--- src/rtl/avg_window_sink_pkg.sv ---
// Shared constants and state type for the windowed max/min sink.
package avg_window_sink_pkg;

  localparam int unsigned DATA_W = 8;

  typedef enum logic [1:0] {
    R_WAIT = 2'd0,
    R_ACK  = 2'd1,
    O_PRES = 2'd2,
    O_DONE = 2'd3
  } state_t;

  localparam logic DAV_ACTIVE = 1'b0;
  localparam logic RFD_READY  = 1'b1;

endpackage

--- src/rtl/avg_window_sink_minmax_upd.sv ---
// Running max/min update; the first sample of a window seeds both values.
module minmax_upd
  import avg_window_sink_pkg::*;
(
  input  logic [DATA_W-1:0] cur_max,
  input  logic [DATA_W-1:0] cur_min,
  input  logic [DATA_W-1:0] sample,
  input  logic              first,
  output logic [DATA_W-1:0] new_max,
  output logic [DATA_W-1:0] new_min
);

  always_comb begin
    new_max = cur_max;
    new_min = cur_min;
    if (first) begin
      new_max = sample;
      new_min = sample;
    end else begin
      if (sample > cur_max) new_max = sample;
      if (sample < cur_min) new_min = sample;
    end
  end

endmodule

--- src/rtl/avg_window_sink.sv ---
// Collects W samples over the dav_/rfd handshake and presents max, min and
// span downstream on a second dav_/rfd handshake.
module avg_window_sink
  import avg_window_sink_pkg::*;
#(
  parameter int unsigned W = 4
)
(
  input  logic              clock,
  input  logic              reset_,
  input  logic              dav_,
  input  logic [DATA_W-1:0] avg,
  output logic              rfd,
  output logic              dav_out_,
  input  logic              rfd_out,
  output logic [DATA_W-1:0] max_o,
  output logic [DATA_W-1:0] min_o,
  output logic [DATA_W-1:0] span_o
);

  localparam logic [4:0] CNT_FULL = 5'(W);

  state_t            state, state_nx;
  logic [4:0]        cnt, cnt_nx;
  logic [DATA_W-1:0] run_max, run_min, run_max_nx, run_min_nx;
  logic [DATA_W-1:0] upd_max, upd_min;
  logic [DATA_W-1:0] max_nx, min_nx, span_nx;
  logic              rfd_nx, dav_out_nx;
  logic              first_smp;

  assign first_smp = (cnt == '0);

  minmax_upd u_minmax (
    .cur_max (run_max),
    .cur_min (run_min),
    .sample  (avg),
    .first   (first_smp),
    .new_max (upd_max),
    .new_min (upd_min)
  );

  always_ff @(posedge clock) begin
    if (!reset_) begin
      state    <= R_WAIT;
      cnt      <= '0;
      run_max  <= '0;
      run_min  <= '0;
      rfd      <= RFD_READY;
      dav_out_ <= ~DAV_ACTIVE;
      max_o    <= '0;
      min_o    <= '0;
      span_o   <= '0;
    end else begin
      state    <= state_nx;
      cnt      <= cnt_nx;
      run_max  <= run_max_nx;
      run_min  <= run_min_nx;
      rfd      <= rfd_nx;
      dav_out_ <= dav_out_nx;
      max_o    <= max_nx;
      min_o    <= min_nx;
      span_o   <= span_nx;
    end
  end

  always_comb begin
    state_nx   = state;
    cnt_nx     = cnt;
    run_max_nx = run_max;
    run_min_nx = run_min;
    rfd_nx     = rfd;
    dav_out_nx = dav_out_;
    max_nx     = max_o;
    min_nx     = min_o;
    span_nx    = span_o;
    case (state)
      R_WAIT: begin
        if (dav_ == DAV_ACTIVE) begin
          run_max_nx = upd_max;
          run_min_nx = upd_min;
          cnt_nx     = cnt + 5'd1;
          rfd_nx     = ~RFD_READY;
          state_nx   = R_ACK;
        end
      end
      R_ACK: begin
        if (dav_ != DAV_ACTIVE) begin
          if (cnt == CNT_FULL) begin
            max_nx     = run_max;
            min_nx     = run_min;
            span_nx    = run_max - run_min;
            dav_out_nx = DAV_ACTIVE;
            state_nx   = O_PRES;
          end else begin
            rfd_nx   = RFD_READY;
            state_nx = R_WAIT;
          end
        end
      end
      O_PRES: begin
        if (rfd_out != RFD_READY) begin
          dav_out_nx = ~DAV_ACTIVE;
          state_nx   = O_DONE;
        end
      end
      O_DONE: begin
        // Window count is cleared only once downstream has fully released.
        if (rfd_out == RFD_READY) begin
          cnt_nx   = '0;
          rfd_nx   = RFD_READY;
          state_nx = R_WAIT;
        end
      end
      default: state_nx = R_WAIT;
    endcase
  end

endmodule

--- config.mk ---
export PLATFORM = sky130hd
export DESIGN_NAME = avg_window_sink
export DESIGN_NICKNAME = d
export VERILOG_FILES = /design/src/rtl/avg_window_sink_pkg.sv /design/src/rtl/avg_window_sink_minmax_upd.sv /design/src/rtl/avg_window_sink.sv
export SDC_FILE = /design/constraint.sdc
export NUM_CORES = 1
export LEC_CHECK = 0
export BUFFER_PORTS_ARGS = -buffer_cell sky130_fd_sc_hd__buf_2
export CELL_PAD_IN_SITES_DETAIL_PLACEMENT = 0
export CELL_PAD_IN_SITES_GLOBAL_PLACEMENT = 2
export CORE_UTILIZATION = 31
export CTS_BUF_LIST = sky130_fd_sc_hd__clkbuf_2 sky130_fd_sc_hd__clkbuf_4 sky130_fd_sc_hd__clkbuf_8
export CTS_CLUSTER_DIAMETER = 40
export DETAILED_ROUTE_END_ITERATION = 8
export HOLD_SLACK_MARGIN = 0.05
export PLACE_DENSITY = 0.82
export SLEW_MARGIN = 30
export SYNTH_ARGS = -nofsm -noshare
export SYNTH_HDL_FRONTEND = slang
export SYNTH_SLANG_ARGS = --single-unit
--- constraint.sdc ---
create_clock -name clock -period 2 [get_ports clock]
set_input_delay 0.4 -clock clock [delete_from_list [all_inputs] [get_ports clock]]
set_output_delay 0.4 -clock clock [all_outputs]
set_load 0.02 [all_outputs]
======== Yosys cells after proc, flatten, opt, wreduce, memory -nomap -nowiden ========
Index checks and enable logic that the tools add are counted.
Widths: inputs -> output; s select.
word-level totals
  flip-flop bits (word level) ............. 49
  bits of input ports ..................... 12
  output and inout port bits .............. 26
  logic and storage cells ................. 60
cells by class
  $add $sub $neg .......................... 2
  order comparisons ....................... 2
  equal/unequal tests ..................... 10
  mux-type cells .......................... 22
  bitwise operators ....................... 1
  reductions and logical operators ........ 14
operators with widths
  operator             number
  $mux 8               4
  $ne 2x2->1 const B   6
  $reduce_and 3->1     4
  $mux 2               5
  $mux 5               2
  $pmux 5 s2           1
  $gt 8x8->1           1
  $lt 8x8->1           1
  $pmux 2 s4           1
  $reduce_and 4->1     2
  $reduce_bool 2->1    4
  $sub 8x8->8          1
  $mux 1               7
  $add 5x1->5 const B  1
  $eq 5x3->1 const B   1
  $logic_not 5->1      1
  $reduce_and 5->1     1
  $eq 2x2->1 const B   2
  $pmux 1 s3           1
  $reduce_bool 3->1    1
  $eq 2x1->1 const B   1
  $logic_not 2->1      1
  $pmux 1 s2           1
  $not 1->1            1

======== Depth between registers and ports, before layout ========
Gate-level depths: netlist of the first run.
  depth in word-level cells ............... 4
  gate-level depth with buffers ........... 9
  depth with buffers taken out ............ 8

======== Modules after synthesis ========
From an unflattened synthesis of the first run, not the netlist that was laid out.
unflattened totals
  cells, all modules ...................... 356
  area, all modules ....................... 2916.5 um2
modules (own cells, without submodules)
  module           times used  cells each  area an instance (um2)  sequential area each (um2)
  avg_window_sink  1           287         2307.2                  980.9
  minmax_upd       1           69          609.3                   0.0

======== Worst setup path after synthesis of the first run ========
OpenSTA, ideal clock, no wires.
  kind .................................... reg-to-reg
  start ................................... reg run_min[1]
  end ..................................... reg run_min[0]
  arrival time ............................ 1.790 ns
  slack ................................... 0.115 ns
  cell stages (with the launch flop) ...... 8
  cell sequence ........................... dfxtp_1 > inv_1 > ha_1 > a211oi_1 > o31ai_1 > clkbuf_2 > nand4_1 > o311ai_1
on the way
  word-level cells in the longest chain between the ends .. 3
RTL lines
  item                                line                              text
  start: declaration                  avg_window_sink.sv:25             logic [DATA_W-1:0] run_max, run_min, run_max_nx, run_min_nx;
  start signal: assignment            avg_window_sink.sv:57             run_min <= run_min_nx;
  $lt 8x8->1                          avg_window_sink_minmax_upd.sv:21  if (sample < cur_min) new_min = sample;
  $reduce_bool 2->1 (no source line)  n/a
  $reduce_and 3->1 (no source line)   n/a
Every way passes these cells.
A chain may end at the register's enable or synchronous reset.

======== Worst setup path after layout of the first run ========
  start ................................... reg run_min[3]
  end ..................................... reg span_o[3]
on the way
  word-level cells in the longest chain between the ends .. 1
RTL lines
  item                    line                   text
  $sub 8x8->8             avg_window_sink.sv:91  span_nx = run_max - run_min;
  end signal: assignment  avg_window_sink.sv:62  span_o <= span_nx;
  end: declaration        avg_window_sink.sv:18  output logic [DATA_W-1:0] span_o
Every way passes these cells.

==> results of run 1 <==
## final cells by class
cell class	count	area (sq um)
Clock buffer	5	68.8
Clock inverter	1	5.00
Fill cell	938	5500
Inverter	25	93.8
Multi-Input combinational cell	251	1680
Sequential cell	49	983
Tap cell	108	135
Timing Repair Buffer	56	340
## per-layer routing
metal  track usage (%)  vias up  wire (um)
met5                 0        -          0
met4              5.71        0        148
met3              3.29       13        283
met2              26.1       50       3280
met1              19.6     1151       3340
li1                  -     1308          -
## per-stage QoR
step | setup WS (ns) | hold slack, ns | instance area, sq um | total power (W)
final | 0.145 | 0.435 | 3310 | 0.00238
after global routing | 0.0273 | 0.439 | 3310 | 0.00256
after CTS | 0.0567 | 0.421 | 3300 | 0.00240
after detailed placement | 0.0738 | 0.444 | 3220 | 0.00184
after global placement | 0.135 | 0.440 | 3220 | 0.00182
after floorplan | 0.115 | 0.458 | 2850 | 0.00164
## cells in the mapped netlist (all sizes together) (5+ instances only)
cell | n | area (sq um)
clkbuf | 10 | 38.8
o311ai | 9 | 78.8
mux2i | 11 | 110
inv | 24 | 90.1
buf | 8 | 65.1
a21o | 5 | 45.0
nand3 | 5 | 25.0
a31oi | 9 | 56.3
ha | 28 | 350
dfxtp | 49 | 981
nor2 | 15 | 56.3
nand2 | 56 | 210
o211ai | 5 | 37.5
a21oi | 30 | 150
nand4 | 12 | 75.1
nor3 | 19 | 110
## power by group through the flow
stage	logic, W	clock network, W	registers, W
global placement	0.000716	0	0.00111
floorplan	0.000530	0	0.00111
finish	0.000736	0.000562	0.00109
CTS	0.000734	0.000585	0.00109
global route	0.000834	0.000629	0.00110
detailed placement	0.000729	0	0.00111
## flip-flops by register name (all words and copies together), names as in the netlist, named ones only
register / flops
max_o: 8
min_o: 8
run_max: 8
run_min: 8
span_o: 8
cnt: 5
dav_out_: 1
rfd: 1
state: 1
## critical path: stages, from the launching register on
cell	delay [ns]
dfxtp_1	0.40
inv_1	0.10
ha_1	0.33
and2_1	0.19
or2_2	0.29
or3_1	0.35
a21oi_1	0.14
## cells by family after synthesis
logic type / share of synthesized area (%)
compound gates: 17.3
xor+xnor: 1.23
fa+ha+maj: 13.0
buf+inv: 6.93
flops: 34.4
mux: 3.86
simple gates: 23.3
## repair_timing
item	CTS	global route
endpoints found under the setup margin	0	6
resized for setup	0	4
setup buffers	0	0
hold buffers	0	0
## path summary, 6_finish.rpt
check | startpoint | to | slack (ns) | cells after the start
hold / removal | avg[0] | run_max[0]$_SDFFE_PN0P_ | 0.43 | 3
setup reg to reg | run_min[3]$_SDFFE_PN0P_ | span_o[3]$_SDFFE_PN0P_ | 0.14 | 6
setup / recovery | run_min[3]$_SDFFE_PN0P_ | span_o[3]$_SDFFE_PN0P_ | 0.14 | 6
hold reg to reg | min_o[0]$_SDFFE_PN0P_ | min_o[0]$_SDFFE_PN0P_ | 0.45 | 2
==> results.sh, run 1 <==
export IMPL_status="finished, violations left"
export IMPL_violations="DRC"
export IMPL_grt_ovfl_total=0
export IMPL_rsz0062_at_grt="no"
export IMPL_row_count=34
export IMPL_switchingPower_w=0.000807
export IMPL_layout_nets=429
export IMPL_start_util_pct=32.4
export IMPL_share_seq_of_total_power_pct=45.6
export IMPL_fin_util_pct=37.6
export IMPL_cts_made_buffers=5
export IMPL_vias=2522
export IMPL_syn_area_per_cell_sq_um=8.31
export IMPL_p_leak_nw=1.39
export IMPL_die_area_sq_um=9590
export IMPL_first_global_vias=2468
export IMPL_setup_viol=0
export IMPL_syn_nets=384
export IMPL_antenna_cells=0
export IMPL_drtAntennaViolNets=0
export IMPL_yosysSeqAreaShare_pct=34.4
export IMPL_ctsHtreeMaxLevel=2
export IMPL_track_usage_pct=15.6
export IMPL_crit_required_ns=2.24
export IMPL_yosysWarnings=0
export IMPL_dr_pass1_iters=6
export IMPL_layout_common_cells="nand2_1, dfxtp_1, buf_2"
export IMPL_drc=6
export IMPL_synth_distinct_cells=50
export IMPL_cts_root_buf="clkbuf_8"
export IMPL_die_x_um=97.9
export IMPL_cts_sinks=49
export IMPL_viasPerCell=5.09
export IMPL_synth_edf_count=0
export IMPL_grt_pass1_wl_um=11900
export IMPL_grt_max_degree=43
export IMPL_cts_tree="done"
export IMPL_place_congestion=0.774
export IMPL_clockPowerShare_pct=23.6
export IMPL_post_route_period_util_pct=92.8
export IMPL_ys_seq_elements=49
export IMPL_dp_hpwl_um=5470
export IMPL_portBuffers=37
export IMPL_coreArea_sq_um=8810
export IMPL_hold_viol=0
export IMPL_period_needed_ns=1.86
export IMPL_insertion_delay_ns=0.30
export IMPL_netlist_area_sq_um=2850
export IMPL_synthArstFlopShare_pct=0
export IMPL_hp_class="in -> reg"
export IMPL_ir_drop_mv=0.238
export IMPL_drive_gt1_share_pct=19.9
export IMPL_worst_slew_pin_transition_ns=0.325
export IMPL_die_height_um=97.9
export IMPL_clkTransAtPathRegs_ns=0.09
export IMPL_power_share_combinational_pct=30.9
export IMPL_cp_arrival_ns=2.09
export IMPL_power_density_nw_per_um2=720
export IMPL_cts_path_max_buffers=2
export IMPL_dpl_cell_count=489
export IMPL_area_growth_pct=16.1
export IMPL_cp_end_kind="flop"
export IMPL_relSlewSlack_pct=78.4
export IMPL_wirelength_um=7060
export IMPL_io_pins=38
export IMPL_cp_start_kind="flop"
export IMPL_finClkSkew_ns=0.00913
export IMPL_fin_setup_tns_ns=0
export IMPL_maxCapViolations=0
export IMPL_drtIter0Drc=119
export IMPL_final_cells=495
export IMPL_p_int_w=0.00158
export IMPL_routedWlPerCell_um=14.3
export IMPL_worstSetupPathType="reg -> reg"
export IMPL_p_sw_share_pct=33.8
export IMPL_cp_max_fo=4
export IMPL_finalMaxSlewViolations=0
export IMPL_max_freq_mhz=539
export IMPL_antenna_found_initial=0
export IMPL_final_common_cell="nand2_1"
export IMPL_syn_inst=343
export IMPL_ys_flop_type="dfxtp_1"
Note: power is estimated with default switching activity, not from simulation.
==> inputs of run 2 (changes only) <==
- CORE_UTILIZATION: 31 -> 30
- PLACE_DENSITY: 0.82 -> 0.86
==> run 2 against run 1 <==
Largest power group unchanged. Via count rose by 1.1%. Sequential share of layout area fell by 0.70 points. Critical path type unchanged. The flow now finishes without violations. First-iteration DRC count fell by 17%. Cell area rose by 2.3%.
==> results.sh, run 2 (synthesis results as in run 1) <==
export IMPL_status="completed"
export IMPL_die_x_um=99.5
export IMPL_cp_max_fo=15
export IMPL_whs_ns=0.429
export IMPL_drive_gt1_share_pct=19.4
export IMPL_switchingPower_w=0.000815
export IMPL_viasPerCell=4.95
export IMPL_wirelength_um=6850
export IMPL_worst_slew_pin_transition_ns=0.434
export IMPL_grt_max_degree=43
export IMPL_relSlewSlack_pct=71.0
export IMPL_cts_root_buf="clkbuf_8"
export IMPL_fin_setup_tns_ns=0
export IMPL_layout_setup_ws_ns=0.142
export IMPL_p_total_w=0.00266
export IMPL_clkTransAtPathRegs_ns=0.10
export IMPL_drc=0
export IMPL_max_freq_mhz=538
export IMPL_drtIter0Drc=99
export IMPL_place_congestion=0.760
export IMPL_cp_arrival_ns=2.09
export IMPL_start_util_pct=30.9
export IMPL_antenna_cells=0
export IMPL_cts_made_buffers=5
export IMPL_routedWlPerCell_um=13.3
export IMPL_finClkSkew_ns=0.00952
export IMPL_io_pins=38
export IMPL_n_fill_cell=977
export IMPL_layout_nets=426
export IMPL_hold_viol=0
export IMPL_worstSetupPathType="reg -> reg"
export IMPL_hp_class="in -> reg"
export IMPL_share_seq_of_total_power_pct=41.2
export IMPL_row_count=35
export IMPL_drtAntennaViolNets=0
export IMPL_power_density_nw_per_um2=785
export IMPL_setup_viol=0
export IMPL_dp_hpwl_um=5230
export IMPL_insertion_delay_ns=0.30
export IMPL_cp_start_kind="flop"
export IMPL_cts_hold_buf=0
export IMPL_regArea_sq_um=982
export IMPL_layout_common_cells="nand2_1, dfxtp_1, buf_2"
export IMPL_post_route_period_util_pct=92.9
export IMPL_p_int_w=0.00184
export IMPL_multi_input_area_sq_um=1680
export IMPL_ir_drop_mv=0.334
export IMPL_maxCapViolations=0
export IMPL_area_growth_pct=18.7
export IMPL_coreArea_sq_um=9240
export IMPL_cp_end_kind="flop"
export IMPL_ctsHtreeMaxLevel=2
export IMPL_period_needed_ns=1.86
export IMPL_cts_path_max_buffers=2
export IMPL_cts_tree="done"
export IMPL_vias=2551
export IMPL_power_share_combinational_pct=27.3
export IMPL_p_sw_share_pct=30.7
export IMPL_crit_required_ns=2.23
export IMPL_die_area_sq_um=9900
export IMPL_final_common_cell="nand2_1"
export IMPL_grt_ovfl_total=0
export IMPL_first_global_vias=2317
export IMPL_antenna_found_initial=0
export IMPL_grt_pass1_wl_um=11400
export IMPL_place_ws_ns=0.0880
export IMPL_portBuffers=37
export IMPL_dr_pass1_iters=4
export IMPL_whs_path_depth=3
export IMPL_finalMaxSlewViolations=0
export IMPL_die_height_um=99.5
export IMPL_reg2regPathDepth=6
export IMPL_track_usage_pct=14.5
export IMPL_p_leak_nw=1.41
export IMPL_fin_util_pct=36.6
export IMPL_cts_sinks=49
export IMPL_clockPowerShare_pct=31.6
-- run 2: changes by cell type in the layout (fill, tap and decap cells not counted) --
cell,change
buf_4,-4
bufinv_16,+2
buf_12,+1
dfxtp_1,+1
dfxtp_2,-1
-- run 2: area by class of cell --
type / instances / share of cell area (%)
Tap cell: 129 / 4.77
Clock buffer: 5 / 2.03
Inverter: 25 / 2.77
Clock inverter: 3 / 1.92
Multi-Input combinational cell: 251 / 49.7
Timing Repair Buffer: 53 / 9.76
Sequential cell: 49 / 29.0
-- run 2: per-layer routing --
metal / track usage [%] / vias up / part of all wire (%)
li1: - / 1313 / -
met1: 18.9 / 1190 / 48
met2: 24.6 / 46 / 48
met3: 2.67 / 2 / 3.7
met4: 3.73 / 0 / 0.48
met5: 0 / - / 0
-- run 2: repair_timing --
action / CTS / global route
endpoints found under the setup margin: 0 / 4
buffers inserted: 0 / 1
resized for setup: 0 / 3
-- run 2: worst paths after layout --
kind | slack (ns) | startpoint | to
min reg2reg | 0.45 | max_o[7]$_SDFFE_PN0P_ | max_o[7]$_SDFFE_PN0P_
max | 0.14 | flop | span_o[3]$_SDFFE_PN0P_
min | 0.43 | avg[0] | run_max[0]$_SDFFE_PN0P_
max reg2reg | 0.14 | flop | span_o[3]$_SDFFE_PN0P_
-- run 2: per-stage QoR --
| step | cells | area [sq um] |
|---|---|---|
| after detailed placement | 506 | 3230 |
| after floorplan | 343 | 2850 |
| after global routing | 515 | 3380 |
| after CTS | 514 | 3370 |
| after global placement | 506 | 3230 |
| final | 515 | 3380 |
-- run 2: power by group through the flow --
stage | clock [W] | sequential [W] | combinational (W)
final | 0.000838 | 0.00109 | 0.000724
after global routing | 0.000903 | 0.00110 | 0.000830
after CTS | 0.000870 | 0.00109 | 0.000718
after detailed placement | 0 | 0.00112 | 0.000711
after global placement | 0 | 0.00111 | 0.000707
after floorplan | 0 | 0.00111 | 0.000530
-- run 2: worst max-delay path, stage by stage, from the launching register on --
cell     delay (ns)
dfxtp_1        0.35
inv_1          0.08
ha_1           0.28
nand4_1        0.27
buf_4          0.27
or3_1          0.39
a21oi_1        0.15
==> inputs of run 3 (changes only) <==
- ABC_AREA: not set -> 1
- PLACE_DENSITY: 0.86 -> 0.88
- RECOVER_POWER: not set -> 100
==> run 3 against run 2 <==
The run now ends with DRC left. Cell area shrank 8.8%. Maximum frequency grew 0.62%. Die area shrank 3.4%. Combinational power grew to 2.7 times the previous value. Setup slack gained 0.011 ns. Clock power shrank 24%. Synthesized cell count grew 6.7%. Worst hold slack gained 0.0057 ns. First-iteration DRC count shrank 4.0%. Critical endpoint is now run_max[5]$_SDFFE_PN0P_. Largest power group is now combinational cells. Highest routed layer unchanged.
==> results.sh, run 3 <==
export IMPL_worst_slew_pin_transition_ns=0.499
export IMPL_coreArea_sq_um=8810
export IMPL_dpl_cell_count=503
export IMPL_layout_nets=443
export IMPL_cts_root_buf="clkbuf_8"
export IMPL_finalMaxSlewViolations=0
export IMPL_drive_gt1_share_pct=10.2
export IMPL_post_route_period_util_pct=92.3
export IMPL_synthTopCellsByCount="nand2_1, inv_1, dfxtp_1"
export IMPL_dr_pass1_iters=6
export IMPL_power_density_nw_per_um2=1250
export IMPL_crit_required_ns=2.21
export IMPL_grt_max_degree=33
export IMPL_cts_path_max_buffers=2
export IMPL_status="finished, violations left"
export IMPL_netlist_area_sq_um=2750
export IMPL_p_leak_nw=1.42
export IMPL_cts_made_buffers=5
export IMPL_cts_hold_buf=0
export IMPL_place_congestion=0.747
export IMPL_fin_setup_tns_ns=0
export IMPL_yosys_cell_count_top_type="nand2_1"
export IMPL_vias=2353
export IMPL_violations="DRC"
export IMPL_grt_ovfl_total=0
export IMPL_path_delay_family="simple AND/OR/NAND/NOR gates"
export IMPL_cp_max_fo=16
export IMPL_synth_top_area_share_pct=35.6
export IMPL_insertion_delay_ns=0.30
export IMPL_drc=8
export IMPL_place_ws_ns=0.0637
export IMPL_viasPerCell=4.60
export IMPL_rsz0062_at_grt="no"
export IMPL_cp_arrival_ns=2.06
export IMPL_synth_area_leader_cell="dfxtp_1"
export IMPL_period_needed_ns=1.85
export IMPL_cp_start_kind="flop"
export IMPL_fin_area_sq_um=3090
export IMPL_io_pins=38
export IMPL_hp_class="in -> reg"
export IMPL_slowest_delay_ns=0.39
export IMPL_antenna_found_initial=0
export IMPL_yosysSeqAreaShare_pct=35.6
export IMPL_cts_sinks=49
export IMPL_synth_edf_count=0
export IMPL_max_freq_mhz=541
export IMPL_drtIter0Drc=95
export IMPL_portBuffers=37
export IMPL_cp_slowest_cell="dfxtp_1"
export IMPL_dp_hpwl_um=4920
export IMPL_area_growth_pct=12.1
export IMPL_yosysWarnings=0
export IMPL_syn_nets=407
export IMPL_row_count=34
export IMPL_syn_area_per_cell_sq_um=7.52
export IMPL_drtAntennaViolNets=0
export IMPL_start_util_pct=31.3
export IMPL_first_global_vias=2194
export IMPL_synthArstFlopShare_pct=0
export IMPL_fin_util_pct=35.1
export IMPL_grt_pass1_wl_um=10700
export IMPL_die_area_sq_um=9570
export IMPL_routedWlPerCell_um=12.7
export IMPL_setup_viol=0
export IMPL_ys_seq_elements=49
export IMPL_final_common_cell="nand2_1"
export IMPL_path_common_cell="nand2_1"
export IMPL_synth_area_leaders="dfxtp_1, ha_1, nand2_1"
export IMPL_die_height_um=97.8
export IMPL_synth_distinct_cells=33
export IMPL_post_cts_setup_buffer_count=0
export IMPL_antenna_cells=0
export IMPL_finClkSkew_ns=0.00825
export IMPL_relSlewSlack_pct=66.5
export IMPL_track_usage_pct=14.0
export IMPL_ctsHtreeMaxLevel=2
export IMPL_reg2reg_slack_ns=0.15
export IMPL_cts_resized=0
export IMPL_layout_setup_ws_ns=0.153
export IMPL_cts_tree="done"
export IMPL_placed_cell_area_sq_um=3030
export IMPL_maxCapViolations=0
export IMPL_hold_viol=0
export IMPL_n_fill_cell=960
export IMPL_crit_buf_inv=1
export IMPL_layout_common_cells="nand2_1, inv_1, dfxtp_1"
export IMPL_wirelength_um=6490
export IMPL_worstPathCellList="inv_1 > ha_1 > nand2_1 > nor2_1 > nand2_1 > nand2_1 > nand2_1 > nand2_2 > nand3_1 > nand2_1 > nor2_1"
export IMPL_clkTransAtPathRegs_ns=0.10
export IMPL_ys_flop_type="dfxtp_1"
export IMPL_cp_end_kind="flop"
export IMPL_final_cells=511
export IMPL_ir_drop_mv=0.409
export IMPL_syn_inst=366
export IMPL_die_x_um=97.8
export IMPL_worstSetupPathType="reg -> reg"
[run 3: cell count changes after synthesis, sizes merged, moves of 16 or more]
cell   delta
nor3     -17
o21ai    +27
nand3    +16
a21oi    +21
nor2     +19
inv      +29
[run 3: cell families after synthesis]
| group | after synthesis | synth area share (%) |
|---|---|---|
| buf+inv | 67 | 10.7 |
| compound gates | 91 | 18.9 |
| flops | 49 | 35.6 |
| simple gates | 124 | 19.4 |
| fa+ha+maj | 29 | 13.4 |
| xor+xnor | 6 | 1.91 |
[run 3: cell type report]
type                            count  area [sq um]  area share, %
Multi-Input combinational cell    250          1480           47.9
Clock inverter                      2          13.8          0.446
Inverter                           53           199           6.45
Clock buffer                        6          82.6           2.68
Timing Repair Buffer               43           198           6.40
Sequential cell                    49           981           31.8
Tap cell                          108           135           4.38
[run 3: power breakdown]
part	total, W	switching, W	leakage (nW)	internal, W
sequential	0.00129	0.000146	0.399	0.00115
clock	0.000641	0.000359	0.0512	0.000282
combinational	0.00193	0.00122	0.970	0.000717
total	0.00387	0.00172	1.42	0.00214
[run 3: worst reg2reg max path, stage by stage, from the launching register on]
cell and delay, ns:
dfxtp_1 0.39, inv_1 0.09, ha_1 0.29, nand2_1 0.07
nor2_1 0.22, nand2_1 0.08, nand2_1 0.06, nand2_1 0.06
nand2_2 0.24, nand3_1 0.14, nand2_1 0.08, nor2_1 0.04
[run 3: path summary, 6_finish.rpt]
path | startpoint | cells after the start | to
hold / removal | rfd_out | 4 | dav_out_$_SDFFE_PN1P_
setup reg to reg | run_max[7]$_SDFFE_PN0P_ | 11 | run_max[5]$_SDFFE_PN0P_
hold reg to reg | rfd$_SDFFE_PN1P_ | 2 | rfd$_SDFFE_PN1P_
setup / recovery | run_max[7]$_SDFFE_PN0P_ | 11 | run_max[5]$_SDFFE_PN0P_
[run 3: layer usage]
| metal | up-vias | global-route usage [%] | routed length [um] |
|---|---|---|---|
| met2 | 35 | 21.8 | 2790 |
| met3 | 5 | 2.58 | 235 |
| met5 | - | 0 | 0 |
| met4 | 0 | 3.26 | 49 |
| li1 | 1271 | - | - |
| met1 | 1042 | 19.9 | 3410 |
[run 3: stage by stage]
stage / total power, W / hold WS [ns]
after floorplan: 0.00285 / 0.452
after global placement: 0.00325 / 0.461
after detailed placement: 0.00327 / 0.476
after CTS: 0.00391 / 0.428
after global routing: 0.00425 / 0.458
final: 0.00387 / 0.434
